[src/rtl/cpu_ram_arbiter.sv]
// cpu_ram_arbiter
//
// Front end for the 2 KB main-CPU work RAM. Three requesters share the one
// synchronous RAM port:
//   - the 6809 CPU bus, which always wins and is never stalled,
//   - a host/bridge port used for high-score save/load and debug peek/poke,
//     slotted into cycles the CPU leaves idle,
//   - a hardware clear sweep that zero-fills the whole RAM.
//
// Ports
//   clk, reset_n        system clock (shared with the RAM), async active-low reset
//   cpu_req/we/addr/wdata   one-cycle CPU access strobe and its fields
//   cpu_rdata, cpu_rvalid   CPU read data (straight from ram_q) and its valid pulse
//   host_req/we/addr/wdata  level host request, fields stable until host_ack
//   host_rdata, host_ack    registered host read data and completion pulse
//   clear_start, clear_busy zero-fill sweep trigger and busy flag
//   ram_address/write/data  to the RAM
//   ram_q                   from the RAM, one-cycle registered read latency
module cpu_ram_arbiter #(
    parameter int ADDR_W = 11,
    parameter int DATA_W = 8
) (
    input  logic              clk,
    input  logic              reset_n,
    input  logic              cpu_req,
    input  logic              cpu_we,
    input  logic [ADDR_W-1:0] cpu_addr,
    input  logic [DATA_W-1:0] cpu_wdata,
    output logic [DATA_W-1:0] cpu_rdata,
    output logic              cpu_rvalid,
    input  logic              host_req,
    input  logic              host_we,
    input  logic [ADDR_W-1:0] host_addr,
    input  logic [DATA_W-1:0] host_wdata,
    output logic [DATA_W-1:0] host_rdata,
    output logic              host_ack,
    input  logic              clear_start,
    output logic              clear_busy,
    output logic [ADDR_W-1:0] ram_address,
    output logic              ram_write,
    output logic [DATA_W-1:0] ram_data,
    input  logic [DATA_W-1:0] ram_q
);

    typedef enum logic [1:0] {
        IDLE     = 2'd0,
        HOST_RD  = 2'd1,
        HOST_ACK = 2'd2,
        CLEAR    = 2'd3
    } state_t;

    state_t              state_q, state_d;
    logic [ADDR_W-1:0]   counter_q, counter_d;
    logic [DATA_W-1:0]   host_rdata_q, host_rdata_d;
    logic                cpu_rvalid_q, cpu_rvalid_d;

    logic                host_grant;
    logic                clear_write;

    // The host only gets the port in IDLE when nobody else wants it; a
    // simultaneous clear_start takes precedence and the host retries later.
    assign host_grant  = (state_q == IDLE) && host_req && !cpu_req && !clear_start;
    // The sweep writes only in cycles the CPU leaves free.
    assign clear_write = (state_q == CLEAR) && !cpu_req;

    assign cpu_rdata  = ram_q;
    assign cpu_rvalid = cpu_rvalid_q;
    assign host_rdata = host_rdata_q;
    assign host_ack   = (state_q == HOST_ACK);
    assign clear_busy = (state_q == CLEAR);

    // RAM port mux: CPU, then host grant, then the clear sweep; an idle
    // port drives all zeros so nothing stray is written.
    always_comb begin
        ram_address = '0;
        ram_write   = 1'b0;
        ram_data    = '0;
        if (cpu_req) begin
            ram_address = cpu_addr;
            ram_write   = cpu_we;
            ram_data    = cpu_wdata;
        end else if (host_grant) begin
            ram_address = host_addr;
            ram_write   = host_we;
            ram_data    = host_wdata;
        end else if (clear_write) begin
            ram_address = counter_q;
            ram_write   = 1'b1;
        end
    end

    // Next-state logic. HOST_RD captures ram_q even for host writes, which
    // returns whatever the RAM reads during a write cycle.
    always_comb begin
        state_d      = state_q;
        counter_d    = counter_q;
        host_rdata_d = host_rdata_q;
        cpu_rvalid_d = cpu_req && !cpu_we;
        case (state_q)
            IDLE: begin
                if (clear_start) begin
                    state_d   = CLEAR;
                    counter_d = '0;
                end else if (host_grant) begin
                    state_d = HOST_RD;
                end
            end
            HOST_RD: begin
                host_rdata_d = ram_q;
                state_d      = HOST_ACK;
            end
            HOST_ACK: begin
                state_d = IDLE;
            end
            CLEAR: begin
                if (!cpu_req) begin
                    counter_d = counter_q + ADDR_W'(1);
                    if (counter_q == '1) begin
                        state_d = IDLE;
                    end
                end
            end
            default: begin
                state_d = IDLE;
            end
        endcase
    end

    always_ff @(posedge clk or negedge reset_n) begin
        if (!reset_n) begin
            state_q      <= IDLE;
            counter_q    <= '0;
            host_rdata_q <= '0;
            cpu_rvalid_q <= 1'b0;
        end else begin
            state_q      <= state_d;
            counter_q    <= counter_d;
            host_rdata_q <= host_rdata_d;
            cpu_rvalid_q <= cpu_rvalid_d;
        end
    end

endmodule
[config.mk]
export PLATFORM = sky130hd
export DESIGN_NAME = cpu_ram_arbiter
export DESIGN_NICKNAME = d
export VERILOG_FILES = /design/src/rtl/cpu_ram_arbiter.sv
export SDC_FILE = /design/constraint.sdc
export NUM_CORES = 1
export LEC_CHECK = 0
export CORE_MARGIN = 3
export CORE_UTILIZATION = 40
export DETAILED_ROUTE_END_ITERATION = 7
export PLACE_DENSITY = 0.87
export RECOVER_POWER = 50
export SLEW_MARGIN = 20
export SYNTH_ARGS = -nofsm -noshare
export SYNTH_HDL_FRONTEND = slang
export SYNTH_SLANG_ARGS = --single-unit
[constraint.sdc]
create_clock -name clk -period 3.1 [get_ports clk]
set_input_delay 0.62 -clock clk [delete_from_list [all_inputs] [get_ports clk]]
set_output_delay 0.62 -clock clk [all_outputs]
set_load 0.1 [all_outputs]
==> flow_metrics.env <==
export IMPL_area_delta_synth_final_pct=75.5
export IMPL_drtAntennaViolNets=0
export IMPL_worst_pin_slew_ps=1180
export IMPL_design_core_area_sq_um=3420
export IMPL_clock_fmax_ghz=0.337
export IMPL_clock_latency_ps=320
export IMPL_ir_worst_vdd_mv=0.839
export IMPL_initial_core_util=0.426
export IMPL_cts_setup_buffers=0
export IMPL_power_mw=1.91
export IMPL_drive_above_1_share=0.258
export IMPL_synth_nets=214
export IMPL_dr_pass1_iters=4
export IMPL_ys_seq_area_frac=0.378
export IMPL_numCtsBuffers=3
export IMPL_power_density_nw_per_um2=745
export IMPL_synth_edf_count=0
export IMPL_p_leak_nw=1.02
export IMPL_fin_crit_ps=2960
export IMPL_p_int_mw=0.819
export IMPL_grt_overflow=0
export IMPL_arrival_ps=2340
export IMPL_antenna_found_initial=0
export IMPL_reg2reg_from="state_q[0]"
export IMPL_gr_usage_all_layers=0.211
export IMPL_p_switching_mw=1.09
export IMPL_htreeDepth=1
export IMPL_die_area_sq_um=4400
export IMPL_place_hpwl_um=3720
export IMPL_slew_headroom=0.214
export IMPL_cts_buffer_depth=2
export IMPL_path_buf_inv=2
export IMPL_cp_max_fo=16
export IMPL_dp_cells=282
export IMPL_synthArstFlopShare=1.00
export IMPL_routabilityCongestion=0.800
export IMPL_n_antenna_cell=0
export IMPL_cp_startpoint="cpu_req"
export IMPL_worst_r2r_path_depth=2
export IMPL_p_seq_frac=0.237
export IMPL_cts_sinks=22
export IMPL_root_buffer="clkbuf_4"
export IMPL_critical_path_class="in -> out"
export IMPL_route_detailed_drc=0
export IMPL_fin_crit_sh=0.956
export IMPL_finalSetupTns_ps=0
export IMPL_syn_inst=160
export IMPL_placementRows=21
export IMPL_slew_violations=0
export IMPL_synthFlopType="dfrtp_1"
export IMPL_viasPerCell=5.42
export IMPL_power_share_switching=0.570
export IMPL_grt_pass1_wl_um=7270
export IMPL_placedInstanceArea_sq_um=2540
export IMPL_slowest_stage="and3b_1"
export IMPL_cts_tree="built"
export IMPL_die_h_um=66.3
export IMPL_io_pins=92
export IMPL_stdcell_area_sq_um=2560
export IMPL_avgSynthCellArea_sq_um=9.10
export IMPL_critPathCaptureType="primary output"
export IMPL_setup_viol=0
export IMPL_drtIter0Drc=25
export IMPL_totalWireLength_um=4670
export IMPL_critPathMaxStageDelay_ps=610
export IMPL_grt_max_degree=27
export IMPL_synth_area_sq_um=1460
export IMPL_p_clk_frac=0.117
export IMPL_timing_final_hold_violations=0
export IMPL_r2r_end="host_rdata[1]"
export IMPL_ys_ff_latch=22
export IMPL_die_x_um=66.3
export IMPL_crit_chain="clkdlybuf4s50_1 > and3b_1 > a21oi_1 > a21oi_2 > buf_12"
export IMPL_io_buffers=91
export IMPL_clkTransAtPathRegs_ps=120
export IMPL_path_depth=5
export IMPL_path_delay_family="buffers and inverters"
export IMPL_cap_violations=0
export IMPL_grt_pass1_vias=1538
export IMPL_synth_distinct_cells=32
export IMPL_postCtsHoldBufs=0
export IMPL_hp_start="host_rdata[0]"
export IMPL_cp_required_ps=2480
export IMPL_outcome="complete, no violations"
export IMPL_skew_ps=1.10
export IMPL_yosysWarnings=0
export IMPL_nNetsFinal=295
export IMPL_vias=1550
export IMPL_rsz0062_at_grt="false"
export IMPL_cts_resized=0
export IMPL_pwr_share_comb=0.645
export IMPL_start_kind="input port"
export IMPL_hold_path_depth=1
export IMPL_ff2ff_setup_slack_ps=1340
export IMPL_hold_end="host_rdata[0]"
export IMPL_stdcell_count=286
export IMPL_hold_class="reg -> reg"
export IMPL_wire_per_inst_um=16.3
## power by group through the flow
| stage | registers, mW | clock network [mW] | logic, mW |
|---|---|---|---|
| after detailed placement | 0.460 | 0 | 1.28 |
| after global placement | 0.455 | 0 | 1.27 |
| final | 0.452 | 0.224 | 1.23 |
| after CTS | 0.455 | 0.228 | 1.29 |
| after floorplan | 0.812 | 0 | 0.586 |
| after global routing | 0.469 | 0.237 | 1.27 |
## final cells by class
cell class                 count  area (sq um)
multi-input combinational    115           817
clock inverter                 1          30.0
fill                         251           860
sequential                    22           551
timing repair buffer          97          1070
tap                           46          57.6
inverter                       2          7.51
clock buffer                   3          22.5
## cells in the mapped netlist, drive strengths merged, types with 2 or more instances
| master | instances | area share |
|---|---|---|
| or3 | 2 | 0.0086 |
| clkbuf | 6 | 0.016 |
| nor2b | 13 | 0.056 |
| and2 | 2 | 0.0086 |
| mux2 | 9 | 0.070 |
| nand4b | 3 | 0.018 |
| nor3 | 2 | 0.0069 |
| a22o | 10 | 0.060 |
| mux2i | 3 | 0.021 |
| nand2 | 6 | 0.015 |
| o31ai | 4 | 0.021 |
| inv | 2 | 0.0052 |
| o21ai | 5 | 0.017 |
| nor2 | 6 | 0.015 |
| dfrtp | 22 | 0.38 |
| buf | 15 | 0.067 |
| or4 | 2 | 0.010 |
| a21oi | 24 | 0.082 |
| nand3 | 11 | 0.038 |
| nand4 | 4 | 0.027 |
## kinds of logic (layout without fill, tap and decap cells)
| logic type | count (synthesis) | after routing | synth area share |
|---|---|---|---|
| buf+inv | 23 | 103 | 0.0885 |
| fa+ha+maj | 1 | 1 | 0.00859 |
| xor+xnor | 1 | 1 | 0.00601 |
| compound gates | 46 | 46 | 0.197 |
| simple gates | 55 | 55 | 0.232 |
| flops | 22 | 22 | 0.378 |
| mux | 12 | 12 | 0.0902 |
## per-stage QoR
stage	hold WS [ps]	util	setup slack (ps)
2_1_floorplan	324	-	146
3_3_place_gp	490	0.744	195
3_5_place_dp	497	0.744	132
4_1_cts	527	0.759	112
5_1_grt	546	0.748	12.8
6_report	518	0.748	137
## layer usage
metal / vias up / track usage / wire length, um
met1: 745 / 0.240 / 1810
met3: 9 / 0.0544 / 348
met5: - / 0 / 0
met4: 0 / 0.0812 / 82
met2: 60 / 0.374 / 2430
li1: 736 / - / -
## worst max path at each step
stage | endpoint | slack (ps)
2_1_floorplan | ram_address[9] | 150
3_3_place_gp | ram_address[1] | 190
3_5_place_dp | ram_address[1] | 130
4_1_cts | ram_address[1] | 110
5_1_grt | ram_address[9] | 10
6_report | ram_address[1] | 140
## flip-flops by register name, summed over array words and instances, names as in the netlist
register	flops
counter_q	11
cpu_rvalid	1
host_rdata	8
state_q	2
## cell usage in the layout (no fill, tap or decap), types with 2 or more instances in the layout
master           netlist  routed
clkdlybuf4s50_1        0      51
nand2_1                6       6
o21ai_0                5       5
clkbuf_1               5      10
a22o_1                10      10
o31ai_1                4       4
nand4_1                3       3
nor2b_1               13      13
buf_4                  9      15
inv_1                  2       2
buf_12                 0      20
dfrtp_1               22      22
a21oi_2                0      10
mux2_2                 9       9
nor3_1                 2       2
mux2i_1                3       3
clkbuf_4               0       3
or4_1                  2       2
nand4b_1               3       3
or3_1                  2       2
nand3_1               11      11
a21oi_1               24      14
and2_1                 2       2
nor2_1                 6       5
Power figures use the tool's default switching activity.
==> edit: new RTL, same settings <==
Take the reset off `host_rdata_q` and load it in a clocked block of its own.
--- a/src/rtl/cpu_ram_arbiter.sv
+++ b/src/rtl/cpu_ram_arbiter.sv
@@ -130,14 +130,16 @@
         if (!reset_n) begin
             state_q      <= IDLE;
             counter_q    <= '0;
-            host_rdata_q <= '0;
             cpu_rvalid_q <= 1'b0;
         end else begin
             state_q      <= state_d;
             counter_q    <= counter_d;
-            host_rdata_q <= host_rdata_d;
             cpu_rvalid_q <= cpu_rvalid_d;
         end
     end
 
+    always_ff @(posedge clk) begin
+        host_rdata_q <= host_rdata_d;
+    end
+
 endmodule
Function: differs if reset_n is asserted again (counterexample within 4 cycles, from zero or initial values and one cycle with reset_n low); with reset_n held inactive, the same outputs for 10 cycles.
==> edit against the unedited design <==
  * Via count decreased by 3.9%
  * Worst hold slack improved by 0.012 ns
  * Sequential share of layout area increased by 1.9 points
  * Core utilization decreased by 0.49 points
  * Setup slack improved by 0.072 ns
  * Area after synthesis decreased by 1.3%
  * Wire length decreased by 5.6%
  * Design area decreased by 1.4%
  * Sequential cell count unchanged
  * Critical endpoint unchanged
  * Highest routed layer unchanged
Power is not compared: it rests on default switching activity, and its combinational part moved more than twofold at a synthesized area within 25%.
==> edit: results (changes against the unedited design) <==
[sta]
whs_ns=0.531  ; +0.0124 ns
skew_ns=0.00656  ; +0.00546 ns
worst_pin_slew_ns=1.19  ; +0.00994 ns

[global_route]
grt_pass1_wl_um=6820  ; -6.2%
met2_usage_pct=35.8  ; -1.6 points
grt_pass1_vias=1418  ; -7.8%
grt_start_max_net_pins=20  ; -26%
grtUsageMet1_pct=24.3  ; +0.23 points
use_met3_pct=4.59  ; -0.85 points
antenna_found_initial=0  ; unchanged
grt_usage_pct=20.0  ; -1.2 points

[worst_setup_path]
rr_startpoint=state_q[1]
r2r-end=counter_q[3]
reg2reg_setup_slack_ns=1.44  ; +0.10 ns
critPathCapture=ram_address[1]
arrival_ns=2.27  ; -0.07 ns
cp-startpoint=cpu_req
ff2ff_path_depth=3  ; +1
path_max_fanout=14  ; -2

[yosys]
postSynthAreaPerCell_um2=9.22  ; +1.2%
synth_area_leaders=dfrtp_1, edfxtp_1, a21oi_1, nor2b_1, a22o_1
syn-num-nets=210  ; -1.9%
synth_edf_count=8  ; +8
yosysWarnings=0  ; unchanged
seq_area_frac_synth_pct=41.1  ; +3.3 points
synth_common_cells=a21oi_1, dfrtp_1, nand3_1
yosysUniqueCellTypes=36  ; +13%
async_flop_share_pct=63.6  ; -36 points

[final_layout]
layout-drive-gt1-share_pct=23.0  ; -2.9 points
layoutNonFillerInstCount=281  ; -1.7%
layout.nets=290  ; -1.7%

[clocking]
clk_latency_ns=0.31
clockRootBuffer=clkbuf_4

[placement]
dpl.hpwl_um=3430  ; -7.8%
place_ws_ns=0.248  ; +0.116 ns
place_congestion=0.780  ; -2.5%
dpl-instance-area_um2=2500  ; -1.6%

[run_status]
status=complete, no violations

[detailed_routing]
wl_met2_um=2460  ; +1.4%
firstDrtPassIters=4  ; unchanged
wl_per_cell_um=15.7  ; -3.9%
drtIter0Drc=62  ; +150%
highest_layer=met4
met3_wirelength_um=255  ; -27%
drt-met1-wl_um=1680  ; -7.0%
vias=1490  ; -3.9%

[worst_hold_path]
min_to=counter_q[10]
hold_path_class=reg -> reg
min_from=counter_q[10]
holdPathStages=1  ; unchanged

[power]
vdd_ir_drop_max_mv=0.561

-- edit: report_power, final --
| part | switching [mW] | internal [mW] | leakage, nW |
|---|---|---|---|
| Combinational | 0.305 | 0.196 | 0.711 |
| Sequential | 0.0481 | 0.331 | 0.246 |
| Clock | 0.0882 | 0.131 | 0.0279 |
-- edit: critical path, cell delays in order --
cell and delay [ns]:
clkdlybuf4s50_1 0.47, and3b_1 0.58, a21oi_1 0.17, a21oi_2 0.23
buf_12 0.20
-- edit: cells by family (layout without fill, tap and decap cells) --
family,after synthesis,count (layout),share of synthesized area (%)
simple gates,61,61,26.5
buf+inv,24,103,9.92
xor+xnor,1,1,0.609
flops,22,22,41.1
compound gates,43,43,18.3
fa+ha+maj,1,1,0.870
mux,4,4,2.79
-- edit: cell type report --
cell class / count / area (µm²)
clock inverters: 1 / 30.0
well taps: 46 / 57.6
multi-input cells: 110 / 744
repair buffers: 95 / 1060
clock buffers: 3 / 22.5
fillers: 239 / 870
inverters: 4 / 15.0
flip-flops and latches: 22 / 591
